`src/rtl/exec_sequencer_if.sv`:
```
// Front-panel / CPU control bundle for exec_sequencer.
// slave  : sequencer side. It takes the panel controls and the CPU status and drives
//          the CPU gating signals and the debug status.
// master : the panel and the CPU model side, which is the opposite direction.
interface exec_sequencer_if #(
    parameter int unsigned CNT_W = 32
);
    logic             run;
    logic             stop;
    logic             step_cycle;
    logic             step_instr;
    logic             reset_req;
    logic             bp_en;
    logic [15:0]      bp_addr;
    logic             rt;
    logic [15:0]      pc_val;
    logic             cpu_en;
    logic             cpu_rst_bar;
    logic             running;
    logic             bp_hit;
    logic [CNT_W-1:0] cyc_count;
    logic [CNT_W-1:0] ins_count;

    modport slave (
        input  run, stop, step_cycle, step_instr, reset_req, bp_en, bp_addr, rt, pc_val,
        output cpu_en, cpu_rst_bar, running, bp_hit, cyc_count, ins_count
    );

    modport master (
        output run, stop, step_cycle, step_instr, reset_req, bp_en, bp_addr, rt, pc_val,
        input  cpu_en, cpu_rst_bar, running, bp_hit, cyc_count, ins_count
    );
endinterface

```
`src/rtl/exec_sequencer.sv`:
```
// Run/halt/single-step controller for the CPU. It gates CPU progress with a clock enable
// and owns the CPU reset line. It stops at instruction boundaries (the RT bit) or on a
// PC breakpoint, and it keeps cycle and instruction counters for the debug display.
// Ports:
//   clk  : system clock
//   RST  : synchronous, active-high reset
//   sq   : exec_sequencer_if.slave. Inputs are run/stop/step_cycle/step_instr/reset_req,
//          bp_en/bp_addr, rt and pc_val. Outputs are cpu_en, cpu_rst_bar, running,
//          bp_hit, cyc_count and ins_count.
module exec_sequencer #(
    parameter int unsigned RESET_CYCLES = 4,
    parameter int unsigned CNT_W        = 32
) (
    input  logic                clk,
    input  logic                RST,
    exec_sequencer_if.slave     sq
);
    localparam int unsigned HOLD_W = (RESET_CYCLES > 1) ? $clog2(RESET_CYCLES) : 1;

    typedef enum logic [2:0] {
        S_RST_HOLD,
        S_HALTED,
        S_RUNNING,
        S_STEP_C,
        S_STEP_I
    } state_t;

    state_t            state;
    logic [HOLD_W-1:0] hold_cnt;
    logic              at_start;
    logic              skip_bp;
    logic              stop_pend;
    logic              bp_hit;
    logic [CNT_W-1:0]  cyc_count;
    logic [CNT_W-1:0]  ins_count;

    logic bp_stop;
    logic cpu_en;
    logic cpu_rst_bar;
    logic adv;
    logic boundary;

    // A breakpoint freezes the CPU in the same cycle, at T0 of the matching fetch.
    assign bp_stop     = (state == S_RUNNING) && at_start && !skip_bp && sq.bp_en
                         && (sq.pc_val == sq.bp_addr);
    assign cpu_en      = (state != S_HALTED) && !bp_stop;
    assign cpu_rst_bar = (state != S_RST_HOLD);
    assign adv         = cpu_en && cpu_rst_bar;
    assign boundary    = adv && sq.rt;

    assign sq.cpu_en      = cpu_en;
    assign sq.cpu_rst_bar = cpu_rst_bar;
    assign sq.running     = (state == S_RUNNING) || (state == S_STEP_I) || (state == S_STEP_C);
    assign sq.bp_hit      = bp_hit;
    assign sq.cyc_count   = cyc_count;
    assign sq.ins_count   = ins_count;

    // Sequencer state, counters and flags.
    always_ff @(posedge clk) begin
        if (RST || sq.reset_req) begin
            state     <= S_RST_HOLD;
            hold_cnt  <= HOLD_W'(RESET_CYCLES - 1);
            at_start  <= 1'b1;
            skip_bp   <= 1'b0;
            stop_pend <= 1'b0;
            bp_hit    <= 1'b0;
            cyc_count <= '0;
            ins_count <= '0;
        end else begin
            if (adv)      cyc_count <= cyc_count + CNT_W'(1);
            if (boundary) ins_count <= ins_count + CNT_W'(1);
            if (boundary)   at_start <= 1'b1;
            else if (adv)   at_start <= 1'b0;
            if (adv)        skip_bp  <= 1'b0;

            case (state)
                S_RST_HOLD: begin
                    if (hold_cnt == '0) begin
                        state    <= S_HALTED;
                        at_start <= 1'b1;
                    end else begin
                        hold_cnt <= hold_cnt - HOLD_W'(1);
                    end
                end
                S_HALTED: begin
                    // stop is meaningless while halted, so step/run still take effect.
                    if (sq.step_instr) begin
                        state  <= S_STEP_I;
                        bp_hit <= 1'b0;
                    end else if (sq.step_cycle) begin
                        state  <= S_STEP_C;
                        bp_hit <= 1'b0;
                    end else if (sq.run) begin
                        state     <= S_RUNNING;
                        bp_hit    <= 1'b0;
                        skip_bp   <= bp_hit;   // resume off the breakpoint PC
                        stop_pend <= 1'b0;
                    end
                end
                S_STEP_C: state <= S_HALTED;
                S_STEP_I: begin
                    if (boundary) state <= S_HALTED;
                end
                S_RUNNING: begin
                    if (bp_stop) begin
                        state  <= S_HALTED;
                        bp_hit <= 1'b1;
                    end else if (boundary && (sq.stop || stop_pend)) begin
                        state     <= S_HALTED;
                        stop_pend <= 1'b0;
                    end else if (sq.stop) begin
                        stop_pend <= 1'b1;
                    end
                end
                default: state <= S_RST_HOLD;
            endcase
        end
    end
endmodule
```
`src/flat_wrapper.sv`:
```
// flat-port wrapper written by rule: the top's interface ports become plain ports
module exec_sequencer_flat 
#(
    parameter int unsigned RESET_CYCLES = 4,
    parameter int unsigned CNT_W        = 32
)
  (clk, RST, sq_run, sq_stop, sq_step_cycle, sq_step_instr, sq_reset_req, sq_bp_en, sq_bp_addr, sq_rt, sq_pc_val, sq_cpu_en, sq_cpu_rst_bar, sq_running, sq_bp_hit, sq_cyc_count, sq_ins_count);
  exec_sequencer_if #(.CNT_W(CNT_W)) sq_i ();
  input  logic clk;
  input  logic RST;
  input wire logic [$bits(sq_i.run)-1:0] sq_run;
  input wire logic [$bits(sq_i.stop)-1:0] sq_stop;
  input wire logic [$bits(sq_i.step_cycle)-1:0] sq_step_cycle;
  input wire logic [$bits(sq_i.step_instr)-1:0] sq_step_instr;
  input wire logic [$bits(sq_i.reset_req)-1:0] sq_reset_req;
  input wire logic [$bits(sq_i.bp_en)-1:0] sq_bp_en;
  input wire logic [$bits(sq_i.bp_addr)-1:0] sq_bp_addr;
  input wire logic [$bits(sq_i.rt)-1:0] sq_rt;
  input wire logic [$bits(sq_i.pc_val)-1:0] sq_pc_val;
  output wire logic [$bits(sq_i.cpu_en)-1:0] sq_cpu_en;
  output wire logic [$bits(sq_i.cpu_rst_bar)-1:0] sq_cpu_rst_bar;
  output wire logic [$bits(sq_i.running)-1:0] sq_running;
  output wire logic [$bits(sq_i.bp_hit)-1:0] sq_bp_hit;
  output wire logic [$bits(sq_i.cyc_count)-1:0] sq_cyc_count;
  output wire logic [$bits(sq_i.ins_count)-1:0] sq_ins_count;
  assign sq_i.run = sq_run;
  assign sq_i.stop = sq_stop;
  assign sq_i.step_cycle = sq_step_cycle;
  assign sq_i.step_instr = sq_step_instr;
  assign sq_i.reset_req = sq_reset_req;
  assign sq_i.bp_en = sq_bp_en;
  assign sq_i.bp_addr = sq_bp_addr;
  assign sq_i.rt = sq_rt;
  assign sq_i.pc_val = sq_pc_val;
  assign sq_cpu_en = sq_i.cpu_en;
  assign sq_cpu_rst_bar = sq_i.cpu_rst_bar;
  assign sq_running = sq_i.running;
  assign sq_bp_hit = sq_i.bp_hit;
  assign sq_cyc_count = sq_i.cyc_count;
  assign sq_ins_count = sq_i.ins_count;
  exec_sequencer #(.RESET_CYCLES(RESET_CYCLES), .CNT_W(CNT_W)) u_core (.clk(clk), .RST(RST), .sq(sq_i));
endmodule
```
`config.mk`:
```
export PLATFORM = sky130hd
export DESIGN_NAME = exec_sequencer_flat
export DESIGN_NICKNAME = d
export VERILOG_FILES = /design/src/rtl/exec_sequencer_if.sv /design/src/rtl/exec_sequencer.sv /design/src/flat_wrapper.sv
export SDC_FILE = /design/constraint.sdc
export NUM_CORES = 1
export LEC_CHECK = 0
export CORE_AREA = 2 2 94 96
export DETAILED_ROUTE_END_ITERATION = 10
export DIE_AREA = 0 0 96 98
export PLACE_DENSITY = 0.76
export SYNTH_ARGS = -nofsm -noshare
export SYNTH_HDL_FRONTEND = slang
export SYNTH_SLANG_ARGS = --single-unit
```
`constraint.sdc`:
```
create_clock -name clk -period 4.1 [get_ports clk]
set_input_delay 0.82 -clock clk [delete_from_list [all_inputs] [get_ports clk]]
set_output_delay 0.82 -clock clk [all_outputs]
set_load 0.01 [all_outputs]
```
==> results.json <==
{
  "hold_depth": 2,
  "die_y_um": 98,
  "grt_antenna_before_repair": 0,
  "holdPathEnd": "u_core.hold_cnt[1]",
  "initial_core_util_pct": 46.4,
  "die_w_um": 96,
  "clk_latency_ps": 350,
  "utilization_pct": 62.1,
  "grt_pass1_wl_um": 16800,
  "num_vias": 3836,
  "power_density_nw_per_um2": 259,
  "fillers": 738,
  "io_buffers": 108,
  "yosysTopAreaCell": "dfxtp_1",
  "synthAdderAreaFrac_pct": 0.955,
  "cp.arrival_ps": 2570,
  "cts_tree": "yes",
  "min_from": "u_core.hold_cnt[1]",
  "r2r-end": "u_core.sq.cyc_count[21]",
  "routed_wl_um": 10100,
  "grt_pass1_vias": 3650,
  "hold-worst-slack_ps": 492,
  "synth_xor_area_share_pct": 11.4,
  "rsz0062_at_grt": "false",
  "run_status": "completed",
  "drtPass1Iterations": 4,
  "drive_gt1_share_pct": 6.69,
  "timing.rr.start": "u_core.state[2]",
  "drc": 0,
  "wl_per_cell_um": 14.9,
  "fin_worst_skew_ps": 10.6,
  "syn-num-nets": 514,
  "synthArstFlopShare_pct": 0,
  "hold_viol_final": 0,
  "clkSinkCount": 73,
  "muxShareOfSynthArea_pct": 1.31,
  "post_cts.repair.setup_buffers": 0,
  "syn_area_um2": 3930,
  "worst_pin_slew_ps": 892,
  "cts_root_buffer": "clkbuf_8",
  "synth_top_flop_cell": "dfxtp_1",
  "critical-path-slowest-cell": "clkdlybuf4s50_1",
  "ir_drop_mv": 0.167,
  "synth_top_area_share_pct": 37.2,
  "avgSynthCellArea_um2": 8.36,
  "place_ws_ps": 714,
  "h-tree-depth": 3,
  "gp_congestion": 0.875,
  "tns_ps": 0,
  "synth_simple_gate_area_share_pct": 25.8,
  "period_needed_ps": 3390,
  "crit_type": "input port to output port",
  "startpoint_type": "input port",
  "period_share_pct": 82.7,
  "grt_max_degree": 47,
  "pin_count": 109,
  "cap_viol_max_count": 0,
  "synth-compound-area-share_pct": 18.8,
  "startpoint": "sq_bp_addr[1]",
  "antenna_left": 0,
  "ff2ff_path_depth": 5,
  "syn-instance-count": 470,
  "path_cells": "clkdlybuf4s50_1 -> xnor2_1 -> nand4_1 -> nor3_2 -> and2_1 -> a21oi_1 -> clkdlybuf4s50_1",
  "synth-seq-cells": 73,
  "drt-initial-drc-count": 131,
  "ctsHoldBuffers": 0,
  "end_kind": "output port",
  "rrSetupSlack_ps": 1580,
  "final_nets": 608,
  "core-area_um2": 8470,
  "dieArea_um2": 9410,
  "floorplan.rows": 34,
  "cp_max_fo": 2,
  "syn2layout_area_growth_pct": 33.7,
  "clk_pin_slew_worst_paths_ps": 70,
  "synth_edf_count": 0,
  "finalWorstSetupSlack_ps": 707,
  "seq_area_frac_synth_pct": 37.2,
  "vias_per_cell": 5.67,
  "grtUsageTotal_pct": 21.8,
  "synth_area_leaders": "dfxtp_1 37%, xnor2_1 11%, nor2_1 5.1%",
  "relSlewSlack_pct": 40.5,
  "antennaDiodeCount": 0,
  "ys_warn_count": 0,
  "synth_top_family_by_area": "simple AND/OR/NAND/NOR gates",
  "gr-total-overflow": 0,
  "max_freq_mhz": 295,
  "ys_types": 49,
  "cp_common_cell": "clkdlybuf4s50_1",
  "hold_path.class": "flop to flop",
  "slowest_delay_ps": 520,
  "worstPathRequired_ps": 3280,
  "cts_resized": 0,
  "dpl.hpwl_um": 7090,
  "cts_buffer_depth": 2,
  "leakage_nw": 1.52,
  "slew_viol_final": 0,
  "cts_buffers": 9,
  "setup_viol": 0
}
## registers in the layout, summed over array words and instances, names as in the netlist
signal	cells
u_core.sq.cyc_count	32
u_core.sq.ins_count	32
u_core.state	3
u_core.hold_cnt	2
u_core.at_start	1
u_core.skip_bp	1
u_core.sq.bp_hit	1
u_core.stop_pend	1
## per-layer routing
metal / vias up / GRT usage, % / share of wire [%]
met4: 0 / 8.35 / 1.6
met5: - / 0 / 0
met2: 99 / 35.3 / 49
met1: 1828 / 28.2 / 45
met3: 15 / 4.63 / 5.1
li1: 1894 / - / -
## worst max-delay path by stage
stage / to / slack, ps / cells after the start
3_5_place_dp: sq_cpu_en / 710 / 7
5_1_grt: sq_cpu_en / 600 / 7
3_3_place_gp: sq_cpu_en / 710 / 7
2_1_floorplan: sq_cpu_en / 1340 / 8
4_1_cts: sq_cpu_en / 690 / 7
6_report: sq_cpu_en / 710 / 7
## through the flow
step | cell area, µm² | cells | power [mW]
6_report | 5260 | 676 | 1.36
5_1_grt | 5260 | 676 | 1.41
4_1_cts | 5260 | 676 | 1.37
3_5_place_dp | 5060 | 661 | 0.806
3_3_place_gp | 5060 | 661 | 0.804
2_1_floorplan | 3930 | 470 | 0.757
## area by class of cell
type | count | area (µm²) | area share [%]
multi-input combinational | 355 | 2300 | 43.8
sequential | 73 | 1460 | 27.8
timing repair buffer | 112 | 1110 | 21.1
clock buffer | 13 | 159 | 3.02
tap | 108 | 135 | 2.57
inverter | 13 | 48.8 | 0.929
clock inverter | 2 | 37.5 | 0.714
## synth_stat cells, types with 2 or more instances
library cell,count
nand3b_1,2
a2111oi_0,5
ha_1,3
nor2_1,53
and2_1,2
a21oi_1,37
xnor2_1,50
buf_2,13
or4b_1,3
o21ai_0,13
and3_1,6
a211oi_1,20
nand4_1,16
inv_1,13
o41ai_1,4
mux2i_1,4
dfxtp_1,73
nand3_1,21
or4_1,11
and4_1,3
o31ai_1,12
a31o_2,2
nand4b_1,3
a2111oi_2,6
or2_2,4
or3_1,15
clkbuf_1,14
nand4_2,2
o211ai_1,4
nand2_1,34
nor3_1,4
## layout by cell type, fill, tap and decap left out, types with 5 or more instances in the layout
master,Yosys,layout
nand2_1,34,34
inv_1,13,13
or4_1,11,11
clkdlybuf4s50_1,0,108
xnor2_1,50,50
nor2_1,53,53
and3_1,6,6
a2111oi_0,5,5
or3_1,15,15
nand3_1,21,21
a211oi_1,20,20
a21oi_1,37,37
clkbuf_8,0,11
o21ai_0,13,13
nand4_1,16,16
o31ai_1,12,12
a2111oi_2,6,6
dfxtp_1,73,73
## worst max-delay path: cells and delay by family
| family | cells | cell delay, ps |
|---|---|---|
| buf+inv | 2 | 1000 |
| simple gates | 3 | 560 |
| xor+xnor | 1 | 120 |
| compound gates | 1 | 60 |
## where the power goes
group / switching (mW) / total, mW / internal (mW)
clock network: 0.260 / 0.572 / 0.312
registers: 0.000499 / 0.710 / 0.710
logic: 0.0305 / 0.0788 / 0.0483
## cells by family (layout without fill, tap and decap cells)
family | count (synthesis) | after routing
adders and majority gates | 3 | 3
DFF | 73 | 73
muxes | 5 | 5
xor gates and xnor gates | 51 | 51
buffers and inverters | 42 | 140
AOI/OAI and AO/OA | 107 | 107
and+or+nand+nor | 189 | 189
Note: power is estimated with default switching activity, not from simulation.
